[config.mk]
export PLATFORM = sky130hd
export DESIGN_NAME = i2c_sensor_sequencer_flat
export DESIGN_NICKNAME = d
export VERILOG_FILES = /design/src/rtl/i2c_sensor_sequencer_if.sv /design/src/rtl/i2c_sensor_sequencer.sv /design/src/flat_wrapper.sv
export SDC_FILE = /design/constraint.sdc
export NUM_CORES = 1
export LEC_CHECK = 0
export ABC_AREA = 1
export BUFFER_PORTS_ARGS = -buffer_cell sky130_fd_sc_hd__buf_4
export CORE_MARGIN = 1.5
export CORE_UTILIZATION = 40
export DETAILED_ROUTE_END_ITERATION = 8
export PLACE_DENSITY = 0.61
export SLEW_MARGIN = 20
export SYNTH_ARGS = -nofsm -noshare
export SYNTH_HDL_FRONTEND = slang
export SYNTH_SLANG_ARGS = --single-unit
export TNS_END_PERCENT = 100
[constraint.sdc]
create_clock -name clk -period 2.2 [get_ports clk]
set_input_delay 0.11 -clock clk [delete_from_list [all_inputs] [get_ports clk]]
set_output_delay 0.11 -clock clk [all_outputs]
set_load 0.02 [all_outputs]
[src/rtl/i2c_sensor_sequencer_if.sv]
// i2c_sensor_sequencer_if: command/response link between the sensor sequencer and the I2C byte master
interface i2c_sensor_sequencer_if;
  logic       cmd_valid;
  logic       cmd_ready;
  logic [2:0] cmd_op;
  logic [7:0] cmd_data;
  logic       rsp_valid;
  logic [7:0] rsp_data;
  logic       rsp_nack;
  modport master (output cmd_valid, cmd_op, cmd_data, input cmd_ready, rsp_valid, rsp_data, rsp_nack);
  modport slave (input cmd_valid, cmd_op, cmd_data, output cmd_ready, rsp_valid, rsp_data, rsp_nack);
endinterface

[src/rtl/i2c_sensor_sequencer.sv]
// i2c_sensor_sequencer: configures the gyro over I2C, then burst-reads three axes on every sample tick
module i2c_sensor_sequencer #(
  parameter logic [6:0] DEV_ADDR   = 7'h68,
  parameter logic [7:0] CFG_REG0   = 8'h6B,
  parameter logic [7:0] CFG_VAL0   = 8'h00,
  parameter logic [7:0] CFG_REG1   = 8'h1B,
  parameter logic [7:0] CFG_VAL1   = 8'h18,
  parameter logic [7:0] DATA_REG   = 8'h43,
  parameter int         SAMPLE_DIV = 500000,
  parameter int         MAX_RETRY  = 3
) (
  input  logic                          clk,
  input  logic                          rst,
  input  logic                          restart,
  i2c_sensor_sequencer_if.master        bus,
  output logic [15:0]                   gyro_x,
  output logic [15:0]                   gyro_y,
  output logic [15:0]                   gyro_z,
  output logic                          sample_valid,
  output logic                          init_done,
  output logic                          busy,
  output logic                          fault,
  output logic                          overrun
);
  localparam logic [2:0] OP_START = 3'd0, OP_WRITE = 3'd1, OP_RACK = 3'd2, OP_RNACK = 3'd3, OP_STOP = 3'd4;
  localparam logic [31:0] CNT_LAST = 32'(SAMPLE_DIV - 1);
  localparam logic [7:0] RETRY_LAST = 8'(MAX_RETRY - 1);
  typedef enum logic [2:0] {CFG0, CFG1, IDLE, READ, FAULT} state_t;
  state_t      state_q;
  logic [3:0]  step_q;
  logic        out_q, active_q, abort_q, pending_q;
  logic [7:0]  retry_q;
  logic [31:0] cnt_q;
  logic [47:0] shadow_q;
  logic        wrap, start_xfer, last_step;
  function automatic logic [10:0] cmd_at(input state_t st, input logic [3:0] s);
    if (st == READ)
      return (s == 4'd0 || s == 4'd3) ? {OP_START, 8'h00} :
             s == 4'd1  ? {OP_WRITE, DEV_ADDR, 1'b0} :
             s == 4'd2  ? {OP_WRITE, DATA_REG} :
             s == 4'd4  ? {OP_WRITE, DEV_ADDR, 1'b1} :
             s < 4'd10  ? {OP_RACK, 8'h00} :
             s == 4'd10 ? {OP_RNACK, 8'h00} : {OP_STOP, 8'h00};
    return s == 4'd0 ? {OP_START, 8'h00} :
           s == 4'd1 ? {OP_WRITE, DEV_ADDR, 1'b0} :
           s == 4'd2 ? {OP_WRITE, st == CFG0 ? CFG_REG0 : CFG_REG1} :
           s == 4'd3 ? {OP_WRITE, st == CFG0 ? CFG_VAL0 : CFG_VAL1} : {OP_STOP, 8'h00};
  endfunction
  assign wrap       = cnt_q == CNT_LAST;
  assign start_xfer = bus.cmd_valid && bus.cmd_ready && state_q == READ && step_q == 4'd0;
  assign last_step  = step_q == (state_q == READ ? 4'd11 : 4'd4);
  always_ff @(posedge clk) begin
    if (rst) begin
      state_q       <= CFG0;
      step_q        <= '0;
      out_q         <= 1'b0;
      active_q      <= 1'b0;
      abort_q       <= 1'b0;
      pending_q     <= 1'b0;
      retry_q       <= '0;
      cnt_q         <= '0;
      shadow_q      <= '0;
      bus.cmd_valid <= 1'b0;
      bus.cmd_op    <= '0;
      bus.cmd_data  <= '0;
      gyro_x        <= '0;
      gyro_y        <= '0;
      gyro_z        <= '0;
      sample_valid  <= 1'b0;
      init_done     <= 1'b0;
      busy          <= 1'b0;
      fault         <= 1'b0;
      overrun       <= 1'b0;
    end else begin
      sample_valid <= 1'b0;
      cnt_q        <= wrap ? '0 : cnt_q + 32'd1;
      pending_q    <= wrap || (pending_q && !start_xfer);
      if (wrap && pending_q) overrun <= 1'b1;
      if (bus.cmd_valid && bus.cmd_ready) begin
        bus.cmd_valid <= 1'b0;
        out_q         <= 1'b1;
        busy          <= 1'b1;
      end else if (out_q && bus.rsp_valid) begin
        out_q <= 1'b0;
        if (abort_q) begin
          abort_q <= 1'b0;
          if (retry_q == RETRY_LAST) begin
            state_q  <= FAULT;
            fault    <= 1'b1;
            busy     <= 1'b0;
            active_q <= 1'b0;
          end else begin
            retry_q                     <= retry_q + 8'd1;
            step_q                      <= '0;
            bus.cmd_valid               <= 1'b1;
            {bus.cmd_op, bus.cmd_data}  <= cmd_at(state_q, 4'd0);
          end
        end else if (bus.cmd_op == OP_WRITE && bus.rsp_nack) begin
          abort_q                    <= 1'b1;
          shadow_q                   <= '0;
          bus.cmd_valid              <= 1'b1;
          {bus.cmd_op, bus.cmd_data} <= {OP_STOP, 8'h00};
        end else if (last_step) begin
          retry_q  <= '0;
          busy     <= 1'b0;
          active_q <= 1'b0;
          state_q  <= state_q == CFG0 ? CFG1 : IDLE;
          if (state_q == CFG1) init_done <= 1'b1;
          if (state_q == READ) begin
            {gyro_x, gyro_y, gyro_z} <= shadow_q;
            sample_valid             <= 1'b1;
          end
        end else begin
          if (bus.cmd_op == OP_RACK || bus.cmd_op == OP_RNACK) shadow_q <= {shadow_q[39:0], bus.rsp_data};
          step_q                     <= step_q + 4'd1;
          bus.cmd_valid              <= 1'b1;
          {bus.cmd_op, bus.cmd_data} <= cmd_at(state_q, step_q + 4'd1);
        end
      end else if (!active_q && (state_q == CFG0 || state_q == CFG1 || state_q == READ)) begin
        active_q                   <= 1'b1;
        step_q                     <= '0;
        bus.cmd_valid              <= 1'b1;
        {bus.cmd_op, bus.cmd_data} <= cmd_at(state_q, 4'd0);
      end else if (state_q == IDLE && pending_q) begin
        state_q <= READ;
      end else if (state_q == FAULT && restart) begin
        state_q   <= CFG0;
        fault     <= 1'b0;
        retry_q   <= '0;
        init_done <= 1'b0;
      end
    end
  end
endmodule

[src/flat_wrapper.sv]
// flat-port wrapper written by rule: the top's interface ports become plain ports
module i2c_sensor_sequencer_flat 
#(
  parameter logic [6:0] DEV_ADDR   = 7'h68,
  parameter logic [7:0] CFG_REG0   = 8'h6B,
  parameter logic [7:0] CFG_VAL0   = 8'h00,
  parameter logic [7:0] CFG_REG1   = 8'h1B,
  parameter logic [7:0] CFG_VAL1   = 8'h18,
  parameter logic [7:0] DATA_REG   = 8'h43,
  parameter int         SAMPLE_DIV = 500000,
  parameter int         MAX_RETRY  = 3
)
  (clk, rst, restart, gyro_x, gyro_y, gyro_z, sample_valid, init_done, busy, fault, overrun, bus_cmd_valid, bus_cmd_op, bus_cmd_data, bus_cmd_ready, bus_rsp_valid, bus_rsp_data, bus_rsp_nack);
  i2c_sensor_sequencer_if bus_i ();
  input  logic clk;
  input  logic rst;
  input  logic restart;
  output logic [15:0] gyro_x;
  output logic [15:0] gyro_y;
  output logic [15:0] gyro_z;
  output logic sample_valid;
  output logic init_done;
  output logic busy;
  output logic fault;
  output logic overrun;
  output wire logic [$bits(bus_i.cmd_valid)-1:0] bus_cmd_valid;
  output wire logic [$bits(bus_i.cmd_op)-1:0] bus_cmd_op;
  output wire logic [$bits(bus_i.cmd_data)-1:0] bus_cmd_data;
  input wire logic [$bits(bus_i.cmd_ready)-1:0] bus_cmd_ready;
  input wire logic [$bits(bus_i.rsp_valid)-1:0] bus_rsp_valid;
  input wire logic [$bits(bus_i.rsp_data)-1:0] bus_rsp_data;
  input wire logic [$bits(bus_i.rsp_nack)-1:0] bus_rsp_nack;
  assign bus_cmd_valid = bus_i.cmd_valid;
  assign bus_cmd_op = bus_i.cmd_op;
  assign bus_cmd_data = bus_i.cmd_data;
  assign bus_i.cmd_ready = bus_cmd_ready;
  assign bus_i.rsp_valid = bus_rsp_valid;
  assign bus_i.rsp_data = bus_rsp_data;
  assign bus_i.rsp_nack = bus_rsp_nack;
  i2c_sensor_sequencer #(.DEV_ADDR(DEV_ADDR), .CFG_REG0(CFG_REG0), .CFG_VAL0(CFG_VAL0), .CFG_REG1(CFG_REG1), .CFG_VAL1(CFG_VAL1), .DATA_REG(DATA_REG), .SAMPLE_DIV(SAMPLE_DIV), .MAX_RETRY(MAX_RETRY)) u_core (.clk(clk), .rst(rst), .restart(restart), .bus(bus_i), .gyro_x(gyro_x), .gyro_y(gyro_y), .gyro_z(gyro_z), .sample_valid(sample_valid), .init_done(init_done), .busy(busy), .fault(fault), .overrun(overrun));
endmodule
==> results of run 1 <==
-- kinds of logic (layout without fill, tap and decap cells) --
logic type | Yosys count | count (layout) | share of synthesized area, %
fa+ha+maj | 8 | 8 | 1.392
other cells | 1 | 1 | 0.05213
buf+inv | 126 | 223 | 7.462
xor+xnor | 5 | 5 | 0.6089
simple gates | 520 | 520 | 31.95
flops | 163 | 163 | 45.36
compound gates | 186 | 186 | 13.17
-- metal layers --
| layer | track usage (%) | part of all wire [%] | up-vias |
|---|---|---|---|
| met1 | 27.74 | 49 | 3148 |
| met2 | 33.64 | 46 | 116 |
| met3 | 3.630 | 3.1 | 23 |
| li1 | - | - | 3510 |
| met5 | 0 | 0 | - |
| met4 | 6.199 | 1.3 | 0 |
-- critical path, stage by stage (launching register included) --
cell and delay, ns:
dfxtp_1 0.39, inv_1 0.08, ha_1 0.20, nor3b_1 0.16
nand3_1 0.24, nand2_1 0.18, nor2_2 0.30, inv_2 0.16
nand2_1 0.09, a21oi_1 0.06
-- registers in the layout, indices dropped and copies added (netlist names) --
signal / flops
u_core.bus.cmd_op: 3
u_core.cnt_q: 32
u_core.sample_valid: 1
u_core.shadow_q: 48
u_core.gyro_z: 16
u_core.bus.cmd_data: 7
u_core.retry_q: 8
u_core.fault: 1
u_core.abort_q: 1
u_core.init_done: 1
u_core.busy: 1
u_core.gyro_y: 16
u_core.bus.cmd_valid: 1
u_core.overrun: 1
u_core.step_q: 4
u_core.out_q: 1
u_core.state_q: 3
u_core.active_q: 1
u_core.pending_q: 1
u_core.gyro_x: 16
-- worst paths after layout --
check	end	slack [ns]	cells after the start
hold reg to reg	u_core.init_done	0.45	2
hold / removal	u_core.retry_q[1]	0.03	2
setup / recovery	u_core.bus.cmd_data[6]	0.20	9
setup reg to reg	u_core.bus.cmd_data[6]	0.20	9
-- report_power, final --
part / internal, W / switching [W] / total, W / leakage [nW]
Combinational: 0.000139 / 0.000261 / 0.000400 / 1.93
Sequential: 0.00298 / 0.0000241 / 0.00300 / 1.32
Clock: 0.00172 / 0.00128 / 0.00300 / 0.279
-- layout by cell type, fill, tap and decap left out, drive strengths merged --
cell type / instances
nand2: 185
nor2: 169
dfxtp: 163
a21oi: 104
buf: 100
nand3: 88
inv: 87
o21ai: 76
nor3: 35
nand4: 24
clkbuf: 19
dlygate4sd3: 9
ha: 8
nor4: 8
or2: 6
clkinvlp: 4
xnor2: 3
nor3b: 2
o211ai: 2
nand3b: 2
xor2: 2
clkinv: 2
bufinv: 2
nor4b: 1
a21boi: 1
a31oi: 1
a31o: 1
o32ai: 1
conb: 1
-- cell type report --
| class | count | area [um2] | share of cell area [%] |
|---|---|---|---|
| Multi-Input combinational cell | 720 | 3405 | 38.87 |
| Sequential cell | 163 | 3266 | 37.29 |
| Timing Repair Buffer | 109 | 907.1 | 10.36 |
| Clock buffer | 19 | 442.9 | 5.057 |
| Inverter | 82 | 310.3 | 3.543 |
| Tap cell | 225 | 281.5 | 3.214 |
| Clock inverter | 13 | 146.4 | 1.671 |
-- repair_timing --
action,CTS,global route
hold buffers,9,0
setup endpoints to repair,0,8
gates resized for setup,0,7
setup buffers,0,0
endpoints found under the hold margin,9,0
-- per-stage QoR --
step                      area, um2  setup WS, ns  power (W)
after floorplan                7193        0.3942   0.003316
after global placement         8064        0.2565   0.003452
after detailed placement       8064        0.2109   0.003450
after CTS                      8743        0.2074   0.006431
after global routing           8758      0.007200   0.006611
final                          8758        0.2036   0.006399
==> qor.yml, run 1 <==
sta:
  drv_slew: 0
  relSlewSlack_pct: 56.78
  tightest_slew_ns: 0.6484
  fin_hold_ws_ns: 0.02793
  min_period_ns: 1.996
  fin_tns_setup_ns: 0
  rsz0062_at_grt: "no"
  setup_viol: 0
  finalHoldViolCount: 0
  fin_skew_ns: 0.01141
  finalCritPeriodShare_pct: 90.75
  clock.fmax_mhz: 500.9
detailed_routing:
  post_drt_wl_per_cell_um: 13.99
  wirelength_um: 18620
  vias_per_cell: 5.107
  vias: 6797
  ant_nets: 0
  drc: 0
  first_iter_violations: 476
  first_pass_iters: 6
setup_path:
  worstSetupPathType: "reg2reg"
  critical_path.startpoint: "u_core.retry_q[0]"
  arrival_ns: 2.30
  critPathRequiredTime_ns: 2.51
  reg2reg_from: "u_core.retry_q[0]"
  cp-start-kind: "flip-flop"
  endpoint_kind: "flip-flop"
  cp_max_fo: 9
final_layout:
  antenna_cells: 0
  syn_to_final_growth_pct: 21.76
  drive_above_1_share_pct: 14.74
  utilization_pct: 50.29
  final_nets: 1115
  fill_cells: 1759
  fin_cells: 1331
run:
  drv_cap: 0
synth:
  netlist_top_cells_count: "182 x nand2_1, 163 x dfxtp_1, 163 x nor2_1"
  yosysMostFrequentCell: "nand2_1"
  synthArstFlopShare_pct: 0
  synth_warnings: 0
  synthCells: 1009
  seq_area_frac_synth_pct: 45.36
  yosys.area.top_type: "dfxtp_1"
  synth_edf_count: 0
  synth.area.top_cells: "dfxtp_1 45%, nand2_1 9.5%, nor2_1 8.5%"
  synth_top_area_share_pct: 45.36
  ys.flop_type: "dfxtp_1"
  synth_cell_types: 36
  syn_nets: 1031
  synth_seq_cells: 163
  avgSynthCellArea_um2: 7.129
  syn_area_um2: 7193
placement:
  place_congestion: 0.8685
  dp_hpwl_um: 12460
  placed_cells: 1290
  io_buffers: 77
floorplan:
  die_x_um: 137.1
  num_rows: 48
  top_level_ports: 79
  die_area_um2: 18800
  die-height_um: 137.1
  coreArea_um2: 17420
  initial_core_util_pct: 41.30
global_routing:
  grt_pass1_wl_um: 30950
  grt_max_degree: 59
  grt_overflow: 0
  grt_pass1_vias: 6369
  track_usage_pct: 20.60
  antenna_found_initial: 0
min_path:
  min_from: "rst"
  hold_class: "in2reg"
outcome:
  status: "finished, final reports clean"
clock_tree:
  clk_latency_ns: 0.43
  root_buffer: "clkbuf_16"
  htreeDepth: 4
  cts_num_sinks: 163
  path_clk_slew_ns: 0.07
  cts.path.max_buffers: 2
  cts_tree: "done"
  cts_buffers: 17
power:
  irDropWorstVdd_mv: 0.5793
  power_leakage_nw: 3.529
  p_per_area_nw_per_um2: 730.6
Power figures use the tool's default switching activity.
==> run 2: changes to the inputs <==
RECOVER_POWER = 25   (was unset)
==> qor.yml, run 2 (synthesis results as in run 1) <==
placement:
  io_buffers: 77  # unchanged
  place_congestion: 0.8685  # unchanged
  dp_hpwl_um: 12460  # unchanged
final_layout:
  syn_to_final_growth_pct: 18.84
  top_regs: "u_core.shadow_q: 48 flops, u_core.cnt_q: 32 flops"
  top_register: "u_core.shadow_q"
  final_cell_mix: "181 x nand2_1, 163 x nor2_1, 161 x dfxtp_1"
  drive_above_1_share_pct: 9.675  # -5.1 points
  antenna_cells: 0  # unchanged
  final_nets: 1115  # unchanged
  largest_register_ffs: 48  # unchanged
  final_common_cell: "nand2_1"
  fill_cells: 1817  # +3.3%
sta:
  finalCritPeriodShare_pct: 89.93  # -0.82 points
  rsz0062_at_grt: "no"
  setup_viol: 0  # unchanged
  fin_tns_setup_ns: 0  # unchanged
  tightest_slew_ns: 0.6510  # +0.002614 ns
  fin_skew_ns: 0.01140  # -0.000008700 ns
  finalHoldViolCount: 0  # unchanged
  drv_slew: 0  # unchanged
  min_period_ns: 1.978  # -0.01807 ns
  fin_hold_ws_ns: 0.02841  # +0.0004792 ns
  relSlewSlack_pct: 56.60  # -0.17 points
  clock.fmax_mhz: 505.5  # +0.91%
detailed_routing:
  vias: 6789  # -0.12%
  drc: 0  # unchanged
  ant_nets: 0  # unchanged
  wirelength_um: 18560  # -0.31%
  first_pass_iters: 5  # -1
  post_drt_wl_per_cell_um: 13.95  # -0.31%
  first_iter_violations: 480  # +0.84%
  vias_per_cell: 5.101  # -0.12%
min_path:
  hold_class: "in2reg"
  holdPathStages: 2  # unchanged
  min_to: "u_core.retry_q[1]"
  min_from: "rst"
floorplan:
  die-height_um: 137.1  # unchanged
  die_x_um: 137.1  # unchanged
  die_area_um2: 18800  # unchanged
  num_rows: 48  # unchanged
  coreArea_um2: 17420  # unchanged
  top_level_ports: 79  # unchanged
  initial_core_util_pct: 41.30  # unchanged
setup_path:
  cp-start-kind: "flip-flop"
  r2r_cells: 9  # unchanged
  cp_max_fo: 9  # unchanged
  endpoint_kind: "flip-flop"
  arrival_ns: 2.28  # -0.02 ns
  r2r_end: "u_core.bus.cmd_data[6]"
  reg2reg_slack_ns: 0.22  # +0.02 ns
  critPathRequiredTime_ns: 2.50  # about the same
  worstSetupPathType: "reg2reg"
  reg2reg_from: "u_core.retry_q[0]"
global_routing:
  grt_overflow: 0  # unchanged
  track_usage_pct: 20.60  # unchanged
  antenna_found_initial: 0  # unchanged
  grt_pass1_vias: 6369  # unchanged
  grt_pass1_wl_um: 30950  # unchanged
  grt_max_degree: 59  # unchanged
outcome:
  status: "finished, final reports clean"
clock_tree:
  cts.path.max_buffers: 2  # unchanged
  root_buffer: "clkbuf_16"
  cts_num_sinks: 163  # unchanged
  htreeDepth: 4  # unchanged
  clk_latency_ns: 0.43  # about the same
  cts_setup_buffers: 0  # unchanged
  cts_tree: "done"
  cts_buffers: 17  # unchanged
  path_clk_slew_ns: 0.07  # about the same
power:
  power_leakage_nw: 3.291  # -6.7%
  irDropWorstVdd_mv: 0.5779  # -0.24%
  p_per_area_nw_per_um2: 747.7  # +2.3%
run:
  drv_cap: 0  # unchanged
-- run 2: worst max path at each step --
stage	cells after the start	start	slack, ns	end
6_report	9	u_core.retry_q[0]	0.22	u_core.bus.cmd_data[6]
5_1_grt	11	u_core.step_q[0]	0.007	u_core.bus.cmd_data[1]
4_1_cts	11	u_core.step_q[0]	0.21	u_core.bus.cmd_data[1]
3_5_place_dp	11	u_core.step_q[0]	0.21	u_core.bus.cmd_data[1]
3_3_place_gp	11	u_core.step_q[0]	0.26	u_core.bus.cmd_data[1]
2_1_floorplan	11	u_core.bus.cmd_op[1]	0.39	u_core.gyro_z[10]
-- run 2: layer usage --
layer  global-route usage [%]  wire length (um)
met1                    27.74              9211
met2                    33.64              8614
met3                    3.630               531
met4                    6.199               207
met5                        0                 0
-- run 2: power by group --
part / total, W / leakage (nW) / switching, W / internal, W
Clock: 0.00300 / 0.279 / 0.00128 / 0.00172
Combinational: 0.000394 / 1.70 / 0.000261 / 0.000133
Sequential: 0.00300 / 1.32 / 0.0000240 / 0.00298
-- run 2: final cells by class --
class	count	area [um2]	share of cell area (%)
Sequential cell	163	3266	38.20
Inverter	82	310.3	3.630
Clock inverter	13	146.4	1.713
Timing Repair Buffer	109	696.9	8.153
Multi-Input combinational cell	720	3405	39.83
Clock buffer	19	442.9	5.182
Tap cell	225	281.5	3.293
-- run 2: through the flow --
step,setup slack (ns),util [%],power [W],cell area [um2],cells
6_report,0.2216,49.08,0.006392,8548,1331
5_1_grt,0.007200,49.08,0.006605,8548,1331
4_1_cts,0.2074,50.20,0.006431,8743,1331
3_5_place_dp,0.2109,46.30,0.003450,8064,1290
3_3_place_gp,0.2565,46.30,0.003452,8064,1290
2_1_floorplan,0.3942,-,0.003316,7193,1009
-- run 2: repair_timing --
action                                  4_1_cts  5_1_grt
endpoints found under the hold margin         9        0
hold buffers                                  9        0
gates resized for setup                       0        7
endpoints found under the setup margin        0        8
-- run 2: worst max-delay path: stages, from the launching register on --
cell and delay (ns):
dfxtp_1 0.39, inv_1 0.08, ha_1 0.20, nor3b_1 0.16
nand3_1 0.23, nand2_1 0.17, nor2_2 0.30, inv_2 0.16
nand2_1 0.09, a21oi_1 0.06
==> run 3: changes to the inputs <==
ABC_AREA = unset   (was 1)
==> qor.yml, run 3 <==
outcome:
  status: "finished, final reports clean"
power:
  power_leakage_nw: 3.097  # -5.9%
  swShare_pct: 22.39  # -2.0 points
  p_seq_share_pct: 46.7  # -0.3 points
  pwr-share-clk_pct: 48.1  # +1.2 points
  p_sw_w: 0.001429  # -8.4%
  irDropWorstVdd_mv: 0.5755  # -0.41%
  p_per_area_nw_per_um2: 754.5  # +0.91%
  p_int_w: 0.004955  # +2.6%
  power_frac_comb_pct: 5.2  # -1.0 points
sta:
  min_period_ns: 2.184  # +0.2054 ns
  finalCritPeriodShare_pct: 99.26  # +9.3 points
  fin_skew_ns: 0.01285  # +0.001451 ns
  drv_slew: 0  # unchanged
  clock.fmax_mhz: 457.9  # -9.4%
  setup_viol: 0  # unchanged
  fin_hold_ws_ns: 0.1260  # +0.09756 ns
  relSlewSlack_pct: 62.40  # +5.8 points
  tightest_slew_ns: 0.5640  # -0.08700 ns
  finalHoldViolCount: 0  # unchanged
synth:
  yosys.area.top_type: "dfxtp_1"
  synth_warnings: 0  # unchanged
  avgSynthCellArea_um2: 8.795  # +23%
  syn_nets: 773  # -25%
  ys.flop_type: "dfxtp_1"
  synth_top_area_share_pct: 49.40  # +4.0 points
  yosysMostFrequentCell: "dfxtp_1"
  synth_edf_count: 0  # unchanged
  syn_area_um2: 6605  # -8.2%
  synth_cell_types: 64  # +78%
  synthArstFlopShare_pct: 0  # unchanged
  synth.area.top_cells: "dfxtp_1 49%, nand2_1 7.7%, a22o_1 6.4%"
  netlist_top_cells_count: "163 x dfxtp_1, 135 x nand2_1, 82 x a21oi_1"
  synthCells: 751  # -26%
  seq_area_frac_synth_pct: 49.40  # +4.0 points
  synth_seq_cells: 163  # unchanged
global_routing:
  track_usage_pct: 19.39  # -1.2 points
  grt_pass1_wl_um: 27430  # -11%
  grt_max_degree: 54  # -8.5%
  grt_overflow: 0  # unchanged
  grt_pass1_vias: 5617  # -12%
  antenna_found_initial: 0  # unchanged
detailed_routing:
  wirelength_um: 16590  # -11%
  first_iter_violations: 310  # -35%
  drc: 0  # unchanged
  post_drt_wl_per_cell_um: 15.04  # +7.9%
  vias_per_cell: 5.214  # +2.2%
  vias: 5751  # -15%
  ant_nets: 0  # unchanged
  first_pass_iters: 5  # unchanged
setup_path:
  cp-start-kind: "flip-flop"
  worstSetupPathType: "reg2reg"
  cp_max_fo: 8  # -1
  endpoint_kind: "flip-flop"
  arrival_ns: 2.53  # +0.25 ns
  critPathRequiredTime_ns: 2.54  # +0.04 ns
final_layout:
  drive_above_1_share_pct: 18.15  # +8.5 points
  top_regs: "u_core.shadow_q: 48 flops, u_core.cnt_q: 32 flops"
  syn_to_final_growth_pct: 28.11
  final_cell_mix: "159 x dfxtp_1, 135 x nand2_1, 78 x a21oi_1, 78 x buf_4, 69 x nor2_1"
  final_nets: 896  # -20%
  top_register: "u_core.shadow_q"
  largest_register_ffs: 48  # unchanged
  final_common_cell: "dfxtp_1"
  fin_cells: 1103  # -17%
  utilization_pct: 52.89  # +3.8 points
  antenna_cells: 0  # unchanged
  final_cell_area_um2: 8462  # -1.0%
placement:
  place_congestion: 0.8224  # -5.3%
  dp_hpwl_um: 11200  # -10%
  io_buffers: 77  # unchanged
  placed_cells: 1058  # -18%
  postPlaceCellArea_um2: 7781  # -3.5%
clock_tree:
  cts_num_sinks: 163  # unchanged
  cts_buffers: 17  # unchanged
  path_clk_slew_ns: 0.07  # about the same
  cts_tree: "done"
  cts.path.max_buffers: 2  # unchanged
  clk_latency_ns: 0.42  # about the same
  htreeDepth: 4  # unchanged
  root_buffer: "clkbuf_16"
floorplan:
  top_level_ports: 79  # unchanged
  die-height_um: 131.5  # -4.1%
  die_area_um2: 17290  # -8.0%
  die_x_um: 131.5  # -4.1%
  coreArea_um2: 16000  # -8.1%
  initial_core_util_pct: 41.28  # about the same
  num_rows: 46  # -4.2%
run:
  drv_cap: 0  # unchanged
min_path:
  hold_class: "in2reg"
[run 3: power by group through the flow]
stage | clock network (W) | logic (W) | registers (W)
2_1_floorplan | 0 | 0.000164 | 0.00306
3_3_place_gp | 0 | 0.000294 | 0.00305
3_5_place_dp | 0 | 0.000302 | 0.00305
4_1_cts | 0.00313 | 0.000328 | 0.00298
5_1_grt | 0.00326 | 0.000359 | 0.00298
6_report | 0.00307 | 0.000331 | 0.00298
[run 3: worst max-delay path: stages (launching register included)]
cell,delay (ns)
dfxtp_2,0.41
nor2b_4,0.06
o31a_1,0.26
or3_4,0.39
or2_4,0.28
or4b_1,0.57
a21oi_2,0.15
[run 3: path summary, 6_finish.rpt]
path                     startpoint              endpoint  slack [ns]  cells past startpoint
setup / recovery  u_core.state_q[0]  u_core.bus.cmd_op[1]        0.02                      6
hold / removal                  rst      u_core.step_q[3]        0.13                      2
setup reg to reg  u_core.state_q[0]  u_core.bus.cmd_op[1]        0.02                      6
hold reg to reg    u_core.gyro_z[1]      u_core.gyro_z[1]        0.45                      2
[run 3: what timing repair did]
item                                   CTS  global route
endpoints found under the hold margin   10             0
setup endpoints to repair               77           107
gates cloned                             1             0
hold buffers                            10             0
buffers inserted                         3             0
resized for setup                        9            27
pin swaps                                9             7
[run 3: kinds of logic (layout without fill, tap and decap cells)]
| family | Yosys count | after routing | synth area share [%] |
|---|---|---|---|
| AO/OA/AOI/OAI | 172 | 172 | 16.88 |
| AND/OR/NAND/NOR | 315 | 315 | 22.75 |
| buffers and inverters | 54 | 190 | 4.167 |
| multiplexers | 5 | 5 | 0.8524 |
| adder cells (fa/ha/maj) | 8 | 8 | 1.515 |
| other | 1 | 1 | 0.05677 |
| flip-flops | 163 | 163 | 49.40 |
| XOR/XNOR | 33 | 33 | 4.376 |
[run 3: area by class of cell]
cell class,instances,area [um2]
timing repair buffer,151,1049
clock buffer,19,442.9
clock inverter,13,175.2
inverter,7,26.28
sequential,163,3268
tap,216,270.3
fill,1548,7538
multi-input combinational,534,3231
[run 3: metrics by stage]
stage          power [W]  setup slack [ns]   TNS, ns
2_1_floorplan   0.003220          0.009006         0
3_3_place_gp    0.003342          -0.04848   -0.2043
3_5_place_dp    0.003351          -0.09558   -0.8412
4_1_cts         0.006440           0.01062         0
5_1_grt         0.006606          -0.02424  -0.02424
6_report        0.006384           0.01620         0
[run 3: routing by layer]
layer  global-route usage, %  vias to the layer above  wire length [um]
met5                       0                        -                 0
met4                   7.037                        0               243
met3                   4.591                       19               759
met2                   32.78                      134              8187
met1                   24.05                     2724              7402
li1                        -                     2874                 -
